**src/rtl/ins_fetch_if.sv**
```systemverilog
// Bus bundle between the instruction fetch unit and its environment
// (control unit, instruction memory, instruction register).
interface ins_fetch_if #(
    parameter int PC_W  = 8,
    parameter int INS_W = 24
);
    // Control unit side
    logic             start;
    logic             next;
    logic             branch_en;
    logic [PC_W-1:0]  branch_addr;
    logic             halt;
    // Memory side: mem_read is the request; mem_ready marks mem_data valid.
    // A word transfers on the rising edge where mem_read and mem_ready are both high.
    logic             mem_read;
    logic [PC_W-1:0]  mem_addr;
    logic             mem_ready;
    logic [INS_W-1:0] mem_data;
    // Instruction register side
    logic             ir_write;
    logic [INS_W-1:0] ir_data;
    logic [PC_W-1:0]  pc;
    logic             busy;

    modport slave (
        input  start, next, branch_en, branch_addr, halt, mem_ready, mem_data,
        output mem_read, mem_addr, ir_write, ir_data, pc, busy
    );

    modport master (
        output start, next, branch_en, branch_addr, halt, mem_ready, mem_data,
        input  mem_read, mem_addr, ir_write, ir_data, pc, busy
    );
endinterface

```
**src/rtl/ins_fetch.sv**
```systemverilog
// Instruction fetch unit: reads one word per request from instruction memory,
// hands it to the IR, then waits in HOLD for the control unit.
module ins_fetch #(
    parameter int              PC_W     = 8,
    parameter int              INS_W    = 24,
    parameter logic [PC_W-1:0] RESET_PC = '0
) (
    input  logic       clk,
    input  logic       reset,
    ins_fetch_if.slave bus,
    output logic [1:0] dbg_state_o
);
    typedef enum logic [1:0] {
        IDLE  = 2'd0,
        FETCH = 2'd1,
        LOAD  = 2'd2,
        HOLD  = 2'd3
    } state_e;

    state_e           state_q, state_d;
    logic [PC_W-1:0]  fetch_pc_q, fetch_pc_d;
    logic [PC_W-1:0]  pc_q, pc_d;
    logic [INS_W-1:0] ir_data_q, ir_data_d;

    always_ff @(posedge clk) begin
        if (reset) begin
            state_q    <= IDLE;
            fetch_pc_q <= RESET_PC;
            pc_q       <= '0;
            ir_data_q  <= '0;
        end else begin
            state_q    <= state_d;
            fetch_pc_q <= fetch_pc_d;
            pc_q       <= pc_d;
            ir_data_q  <= ir_data_d;
        end
    end

    always_comb begin
        state_d    = state_q;
        fetch_pc_d = fetch_pc_q;
        pc_d       = pc_q;
        ir_data_d  = ir_data_q;
        unique case (state_q)
            IDLE: begin
                if (bus.start) state_d = FETCH;
            end
            FETCH: begin
                if (bus.mem_ready) begin
                    ir_data_d = bus.mem_data;
                    state_d   = LOAD;
                end
            end
            LOAD: begin
                // fetch_pc wraps naturally at 2^PC_W
                pc_d       = fetch_pc_q;
                fetch_pc_d = fetch_pc_q + PC_W'(1);
                state_d    = HOLD;
            end
            HOLD: begin
                if (bus.halt) begin
                    state_d = IDLE;
                end else if (bus.branch_en) begin
                    fetch_pc_d = bus.branch_addr;
                    state_d    = FETCH;
                end else if (bus.next) begin
                    state_d = FETCH;
                end
            end
            default: state_d = IDLE;
        endcase
    end

    assign bus.mem_read = (state_q == FETCH);
    assign bus.mem_addr = fetch_pc_q;
    assign bus.ir_write = (state_q == LOAD);
    assign bus.ir_data  = ir_data_q;
    assign bus.pc       = pc_q;
    assign bus.busy     = (state_q != IDLE);
    assign dbg_state_o  = state_q;
endmodule

```
**src/flat_wrapper.sv**
```systemverilog
// flat-port wrapper written by rule: the top's interface ports become plain ports
module ins_fetch_flat 
#(
    parameter int              PC_W     = 8,
    parameter int              INS_W    = 24,
    parameter logic [PC_W-1:0] RESET_PC = '0
)
  (clk, reset, dbg_state_o, bus_start, bus_next, bus_branch_en, bus_branch_addr, bus_halt, bus_mem_ready, bus_mem_data, bus_mem_read, bus_mem_addr, bus_ir_write, bus_ir_data, bus_pc, bus_busy);
  ins_fetch_if #(.PC_W(PC_W), .INS_W(INS_W)) bus_i ();
  input  logic clk;
  input  logic reset;
  output logic [1:0] dbg_state_o;
  input wire logic [$bits(bus_i.start)-1:0] bus_start;
  input wire logic [$bits(bus_i.next)-1:0] bus_next;
  input wire logic [$bits(bus_i.branch_en)-1:0] bus_branch_en;
  input wire logic [$bits(bus_i.branch_addr)-1:0] bus_branch_addr;
  input wire logic [$bits(bus_i.halt)-1:0] bus_halt;
  input wire logic [$bits(bus_i.mem_ready)-1:0] bus_mem_ready;
  input wire logic [$bits(bus_i.mem_data)-1:0] bus_mem_data;
  output wire logic [$bits(bus_i.mem_read)-1:0] bus_mem_read;
  output wire logic [$bits(bus_i.mem_addr)-1:0] bus_mem_addr;
  output wire logic [$bits(bus_i.ir_write)-1:0] bus_ir_write;
  output wire logic [$bits(bus_i.ir_data)-1:0] bus_ir_data;
  output wire logic [$bits(bus_i.pc)-1:0] bus_pc;
  output wire logic [$bits(bus_i.busy)-1:0] bus_busy;
  assign bus_i.start = bus_start;
  assign bus_i.next = bus_next;
  assign bus_i.branch_en = bus_branch_en;
  assign bus_i.branch_addr = bus_branch_addr;
  assign bus_i.halt = bus_halt;
  assign bus_i.mem_ready = bus_mem_ready;
  assign bus_i.mem_data = bus_mem_data;
  assign bus_mem_read = bus_i.mem_read;
  assign bus_mem_addr = bus_i.mem_addr;
  assign bus_ir_write = bus_i.ir_write;
  assign bus_ir_data = bus_i.ir_data;
  assign bus_pc = bus_i.pc;
  assign bus_busy = bus_i.busy;
  ins_fetch #(.PC_W(PC_W), .INS_W(INS_W), .RESET_PC(RESET_PC)) u_core (.clk(clk), .reset(reset), .bus(bus_i), .dbg_state_o(dbg_state_o));
endmodule
```
**config.mk**
```make
export PLATFORM = sky130hd
export DESIGN_NAME = ins_fetch_flat
export DESIGN_NICKNAME = d
export VERILOG_FILES = /design/src/rtl/ins_fetch_if.sv /design/src/rtl/ins_fetch.sv /design/src/flat_wrapper.sv
export SDC_FILE = /design/constraint.sdc
export NUM_CORES = 1
export LEC_CHECK = 0
export CAP_MARGIN = 20
export CORE_MARGIN = 2
export CORE_UTILIZATION = 61
export DETAILED_ROUTE_END_ITERATION = 10
export DONT_BUFFER_PORTS = 1
export PLACE_DENSITY = 0.77
export REMOVE_ABC_BUFFERS = 1
export SLEW_MARGIN = 5
export SYNTH_ARGS = -nofsm -noshare
export SYNTH_HDL_FRONTEND = slang
export SYNTH_SLANG_ARGS = --single-unit
```
**constraint.sdc**
```tcl
create_clock -name clk -period 2.14 [get_ports clk]
set_clock_uncertainty 0.2 [all_clocks]
set_input_delay 0.642 -clock clk [delete_from_list [all_inputs] [get_ports clk]]
set_output_delay 0.642 -clock clk [all_outputs]
set_load 0.05 [all_outputs]
```
==> impl_metrics.tcl, run 1 <==
set metrics [dict create \
    yosys_warnings 0 \
    slew_viol_final 0 \
    ys_seq_elements 42 \
    drt_iter0_markers 106 \
    internal_power_mw 1.45 \
    switching_share 0.430 \
    io_buffers 0 \
    nets 270 \
    synth_cell_type_count 36 \
    rows 20 \
    wl_per_cell_um 14.4 \
    synth_top_area_frac 0.451 \
    drive_above_1_share 0.164 \
    status "complete, no violations" \
    grt_pass1_vias 1300 \
    cp.required_ns 1.30 \
    max_stage_delay_ns 0.39 \
    timing_worst_setup_path_type "flip-flop to output port" \
    grt-ovfl-total 0 \
    clock-sinks 42 \
    startpoint_type "flip-flop" \
    ys_seq_area_frac 0.451 \
    start_util 0.626 \
    hp-class "input port to flip-flop" \
    via_per_inst 5.71 \
    pwr-share-seq 0.489 \
    switchingPower_mw 1.09 \
    vias 1473 \
    worst_slew_pin_slew_ns 0.579 \
    final_common_cell "nand2_1" \
    fin_setup_tns_ns 0 \
    synth_area_leaders "dfxtp_1 45%, nand2_1 11%, a21oi_1 8.0%, mux2i_1 5.4%, ha_1 4.7%" \
    track_usage 0.215 \
    grt_pass1_wl_um 5730 \
    max-cap-violations 0 \
    place_area_um2 1960 \
    crit_top_cell "inv_1" \
    power_density_nw_per_um2 1240 \
    crit_chain "inv_1 -> ha_2 -> inv_1 -> buf_12" \
    mostFrequentLayoutCells "57 x nand2_1, 40 x dfxtp_1, 30 x a21oi_1, 13 x nor2_1, 11 x buf_4" \
    irDropWorstVdd_v 0.000854 \
    hold_violations 0 \
    crit_family "flip-flops" \
    grt_max_degree 44 \
    cp.arrival_ns 1.27 \
    power.leakage_nw 0.719 \
    cp_max_fo 7 \
    setup_viol_count_final 0 \
    cpMaxStageDelayCell "dfxtp_4" \
    die_area_um2 3520 \
    synth_top_cell_by_area "dfxtp_1" \
    rsz0062_at_grt "yes" \
    drcViolationCount 0 \
    ioPinCount 84 \
    timing.fmax_mhz 474 \
    maxSlewHeadroom 0.613 \
    period_share 0.986 \
    dp_hpwl_um 2780 \
    final_cell_area_um2 2050 \
    wl_um 3720 \
    gp_congestion 0.785 \
    ctsLongestPathBuffers 2 \
    p_total_mw 2.55 \
    antenna_found_initial 0 \
    pwr-share-comb 0.327 \
    core_area_um2 2980 \
    fin_cells 258 \
    insertion_delay_ns 0.32 \
    layout_min_cycle_time_ns 2.11 \
    p_clk_frac 0.185 \
    cts_root_buf "clkbuf_4" \
    cts_tree "done" \
    syn_to_final_growth_pct 10.1 \
    cp_num_buf_inv 3 \
    synthCells 218 \
    avgSynthCellArea_um2 8.56 \
    die_h_um 59.3 \
    dp_cells 250 \
    htree_levels 2 \
    firstDrtPassIters 4 \
    numCtsBuffers 5 \
    final_util 0.689 \
    ant_nets 0 \
    n_antenna_cell 0 \
    end_kind "output port" \
    die-width_um 59.3 \
    clk_pin_slew_ns 0.11 \
    netlist_area_um2 1870 \
]
==> flip-flops by register name, summed over array words and instances (netlist names) <==
| name | flops |
|---|---|
| u_core.bus.ir_data | 24 |
| u_core.bus.mem_addr | 8 |
| u_core.dbg_state_o | 2 |
| u_core.bus.pc | 8 |
==> layer usage <==
layer,vias to the layer above,global-route usage,part of all wire
li1,746,-,-
met1,665,0.247,0.43
met2,60,0.372,0.49
met3,2,0.0786,0.079
met4,0,0.0649,0.0051
met5,-,0,0
==> power groups by stage <==
stage               Clock [mW]  Combinational [mW]  Sequential, mW
floorplan                    0               0.470            1.36
global placement             0               0.780            1.24
detailed placement           0               0.821            1.25
CTS                      0.491               0.836            1.24
global route             0.528               0.896            1.26
finish                   0.470               0.831            1.24
==> synth_stat cells <==
master,number
nand4_1,1
nor4_2,1
a22o_1,1
a211oi_1,1
nor2b_1,1
or3_1,1
and2_2,1
o21bai_1,2
nor4b_2,1
a31oi_1,3
o32ai_1,1
dfxtp_1,42
nand2b_1,3
o211ai_4,1
nand2_1,57
o21ai_2,1
clkbuf_1,7
nand2b_2,1
buf_2,5
a221oi_4,1
o21ai_0,3
nor3_1,1
nor2_1,13
o21a_1,1
a21oi_1,30
buf_4,2
inv_2,1
inv_1,5
mux2i_1,10
a211oi_2,2
o211a_1,1
buf_6,1
nand3_1,4
o31ai_1,4
a221oi_2,1
ha_1,7
==> timing repair <==
item	4_1_cts	5_1_grt
hold buffers	0	0
gates resized for setup	9	0
endpoints found under the setup margin	3	3
setup buffers	0	0
==> cell type report <==
type	instances	area, um^2
repair buffers	14	134
inverters	6	22.5
clock buffers	7	45.0
multi-input cells	155	932
clock inverters	1	30.0
flip-flops and latches	42	848
fillers	251	925
well taps	33	41.3
==> worst reg2reg max path, delay by kind of cell (launching register included) <==
family	cells	cell delay, ns
AOI/OAI and AO/OA	3	0.75
DFF	1	0.38
adders and majority gates	1	0.24
and+or+nand+nor	1	0.15
==> kinds of logic (layout without fill, tap and decap cells) <==
| logic type | count (synthesis) | in the layout | share of synthesized area |
|---|---|---|---|
| fa+ha+maj | 7 | 7 | 0.0469 |
| compound gates | 53 | 53 | 0.197 |
| flops | 42 | 42 | 0.451 |
| buf+inv | 21 | 28 | 0.0537 |
| simple gates | 85 | 85 | 0.198 |
| mux | 10 | 10 | 0.0537 |
==> metrics by stage <==
step | hold slack, ns | setup slack, ns
floorplan | 0.474 | -0.516
global placement | 0.342 | 0.306
detailed placement | 0.347 | 0.226
CTS | 0.140 | 0.00687
global route | 0.116 | -0.0590
finish | 0.161 | 0.0300
==> path summary, 6_finish.rpt <==
| path | from | depth (start not counted) | to | slack [ns] |
|---|---|---|---|---|
| worst min register to register | u_core.bus.mem_addr[3] | 2 | u_core.bus.pc[3] | 0.36 |
| worst min-delay path | reset | 1 | u_core.dbg_state_o[0] | 0.16 |
| worst max register to register | u_core.dbg_state_o[0] | 5 | u_core.bus.mem_addr[6] | 0.36 |
| worst max-delay path | u_core.dbg_state_o[1] | 4 | bus_busy | 0.03 |
No activity file was read; power rests on OpenSTA's default activity.
==> inputs of run 2 (changes only) <==
- BUFFER_PORTS_ARGS: default -> -buffer_cell sky130_fd_sc_hd__buf_2
- CORE_UTILIZATION: 61 -> 46
- DONT_BUFFER_PORTS: 1 -> default
- PLACE_DENSITY: 0.77 -> 0.78
- SETUP_SLACK_MARGIN: default -> 0.3
==> run 2 against run 1 <==
Non-clock buffer count rose by 86. Critical path depth down 1. Flip-flop and latch count stayed put. Sequential power decreased by 19%. Sequential share of layout area decreased by 9.3 points. Register-to-register slack lost 0.02 ns. Combinational power rose by 67%. Maximum frequency grew 8.0%. Cell count up 40%.
==> impl_metrics.tcl, run 2 (synthesis results as in run 1) <==
set metrics [dict create \
    status "complete, no violations" \
    period_share 0.913 \
    insertion_delay_ns 0.29 \
    start_util 0.473 \
    clock-sinks 42 \
    antenna_found_initial 0 \
    drive_above_1_share 0.434 \
    worst_slew_pin_slew_ns 0.414 \
    fin_setup_tns_ns 0 \
    crit_family "flip-flops" \
    crit_chain "buf_6 -> ha_4 -> buf_12" \
    vias 1794 \
    rows 23 \
    grt_pass1_vias 1536 \
    nets 356 \
    cp.arrival_ns 1.11 \
    via_per_inst 4.97 \
    setup_viol_count_final 0 \
    max_stage_delay_ns 0.37 \
    die_area_um2 4580 \
    grt-ovfl-total 0 \
    seq_area_um2 855 \
    timing.fmax_mhz 512 \
    htree_levels 2 \
    maxSlewHeadroom 0.724 \
    cp_num_buf_inv 2 \
    drt_iter0_markers 93 \
    cts_tree "done" \
    hold_violations 0 \
    grt_pass1_wl_um 7090 \
    end_kind "output port" \
    largest_reg_flops 24 \
    mostFrequentLayoutCells "71 x buf_2, 56 x nand2_1, 35 x dfxtp_1, 30 x a21oi_1, 21 x buf_4" \
    wl_per_cell_um 13.0 \
    wl_um 4710 \
    max-cap-violations 0 \
    ioPinCount 84 \
    core_area_um2 3940 \
    layout_min_cycle_time_ns 1.95 \
    n_antenna_cell 0 \
    ant_nets 0 \
    fillers 328 \
    die_h_um 67.7 \
    track_usage 0.205 \
    multiInputGateArea_um2 992 \
    cp_max_fo 4 \
    clk_pin_slew_ns 0.08 \
    final_common_cell "buf_2" \
    cp.required_ns 1.30 \
    cts_root_buf "clkbuf_8" \
    ff2ff_setup_slack_ns 0.34 \
    firstDrtPassIters 5 \
    die-width_um 67.7 \
    drcViolationCount 0 \
    power.leakage_nw 1.15 \
    ctsLongestPathBuffers 2 \
    power_density_nw_per_um2 1100 \
    grt_max_degree 29 \
    timing_worst_setup_path_type "flip-flop to output port" \
    io_buffers 83 \
    numCtsBuffers 5 \
    cpMaxStageDelayCell "dfxtp_4" \
    startpoint_type "flip-flop" \
    dp_hpwl_um 3110 \
    hp-class "flip-flop to flip-flop" \
    hold-worst-slack_ns 0.251 \
    syn_to_final_growth_pct 42.9 \
    gp_congestion 0.792 \
    rsz0062_at_grt "yes" \
    slew_viol_final 0 \
    irDropWorstVdd_v 0.000756 \
]
## run 2: cell count changes in the layout (fill, tap and decap cells not counted), moves of 3 or more
cell	before	now
buf_2	0	71
buf_4	11	21
clkbuf_8	0	6
dfxtp_1	40	35
dfxtp_2	0	5
clkbuf_4	5	1
buf_8	0	3
ha_4	0	3
## run 2: layout make-up
cell class / count / area share
inverters: 6 / 0.0122
clock buffers: 6 / 0.0310
multi-input cells: 155 / 0.372
well taps: 50 / 0.0235
repair buffers: 100 / 0.236
clock inverters: 2 / 0.00469
flip-flops and latches: 42 / 0.321
## run 2: timing repair
| item | in CTS | in global routing |
|---|---|---|
| resized for setup | 41 | 11 |
| setup endpoints to repair | 16 | 10 |
| hold buffers | 0 | 0 |
| pin swaps | 2 | 2 |
| buffers inserted | 10 | 0 |
| endpoints found under the hold margin | 0 | 0 |
## run 2: worst paths after layout
check	start	end	cells after the start
worst max-delay path	u_core.dbg_state_o[1]	bus_ir_write	3
worst min-delay path	u_core.bus.ir_data[9]	u_core.bus.ir_data[9]	2
worst max register to register	u_core.dbg_state_o[1]	u_core.dbg_state_o[0]	6
worst min register to register	u_core.bus.ir_data[9]	u_core.bus.ir_data[9]	2
## run 2: routing by layer
| metal | track usage | up-vias | wire length, um |
|---|---|---|---|
| met5 | 0 | - | 0 |
| met4 | 0.0791 | 0 | 82 |
| met3 | 0.0583 | 11 | 382 |
| met2 | 0.332 | 74 | 2170 |
| met1 | 0.257 | 792 | 2070 |
| li1 | - | 917 | - |
## run 2: power by group
part           total, mW  internal (mW)  switching (mW)
logic               1.39          0.515           0.878
registers           1.00          0.899           0.105
clock network      0.534          0.259           0.275
## run 2: metrics by stage
stage          utilization  power (mW)  area (um^2)  cells  setup slack [ns]
2_1_floorplan            -        1.83         1790    203            -0.516
3_3_place_gp         0.591        2.10         2330    343             0.237
3_5_place_dp         0.591        2.12         2330    343             0.202
4_1_cts              0.666        2.90         2620    361             0.199
5_1_grt              0.676        3.08         2670    361             0.165
6_report             0.676        2.93         2670    361             0.186
## run 2: tightest hold or removal path: cells and delay by family, from the launching register on
family	cells	cell delay [ns]
compound gates	1	0.05
flops	1	0.31
simple gates	1	0.05
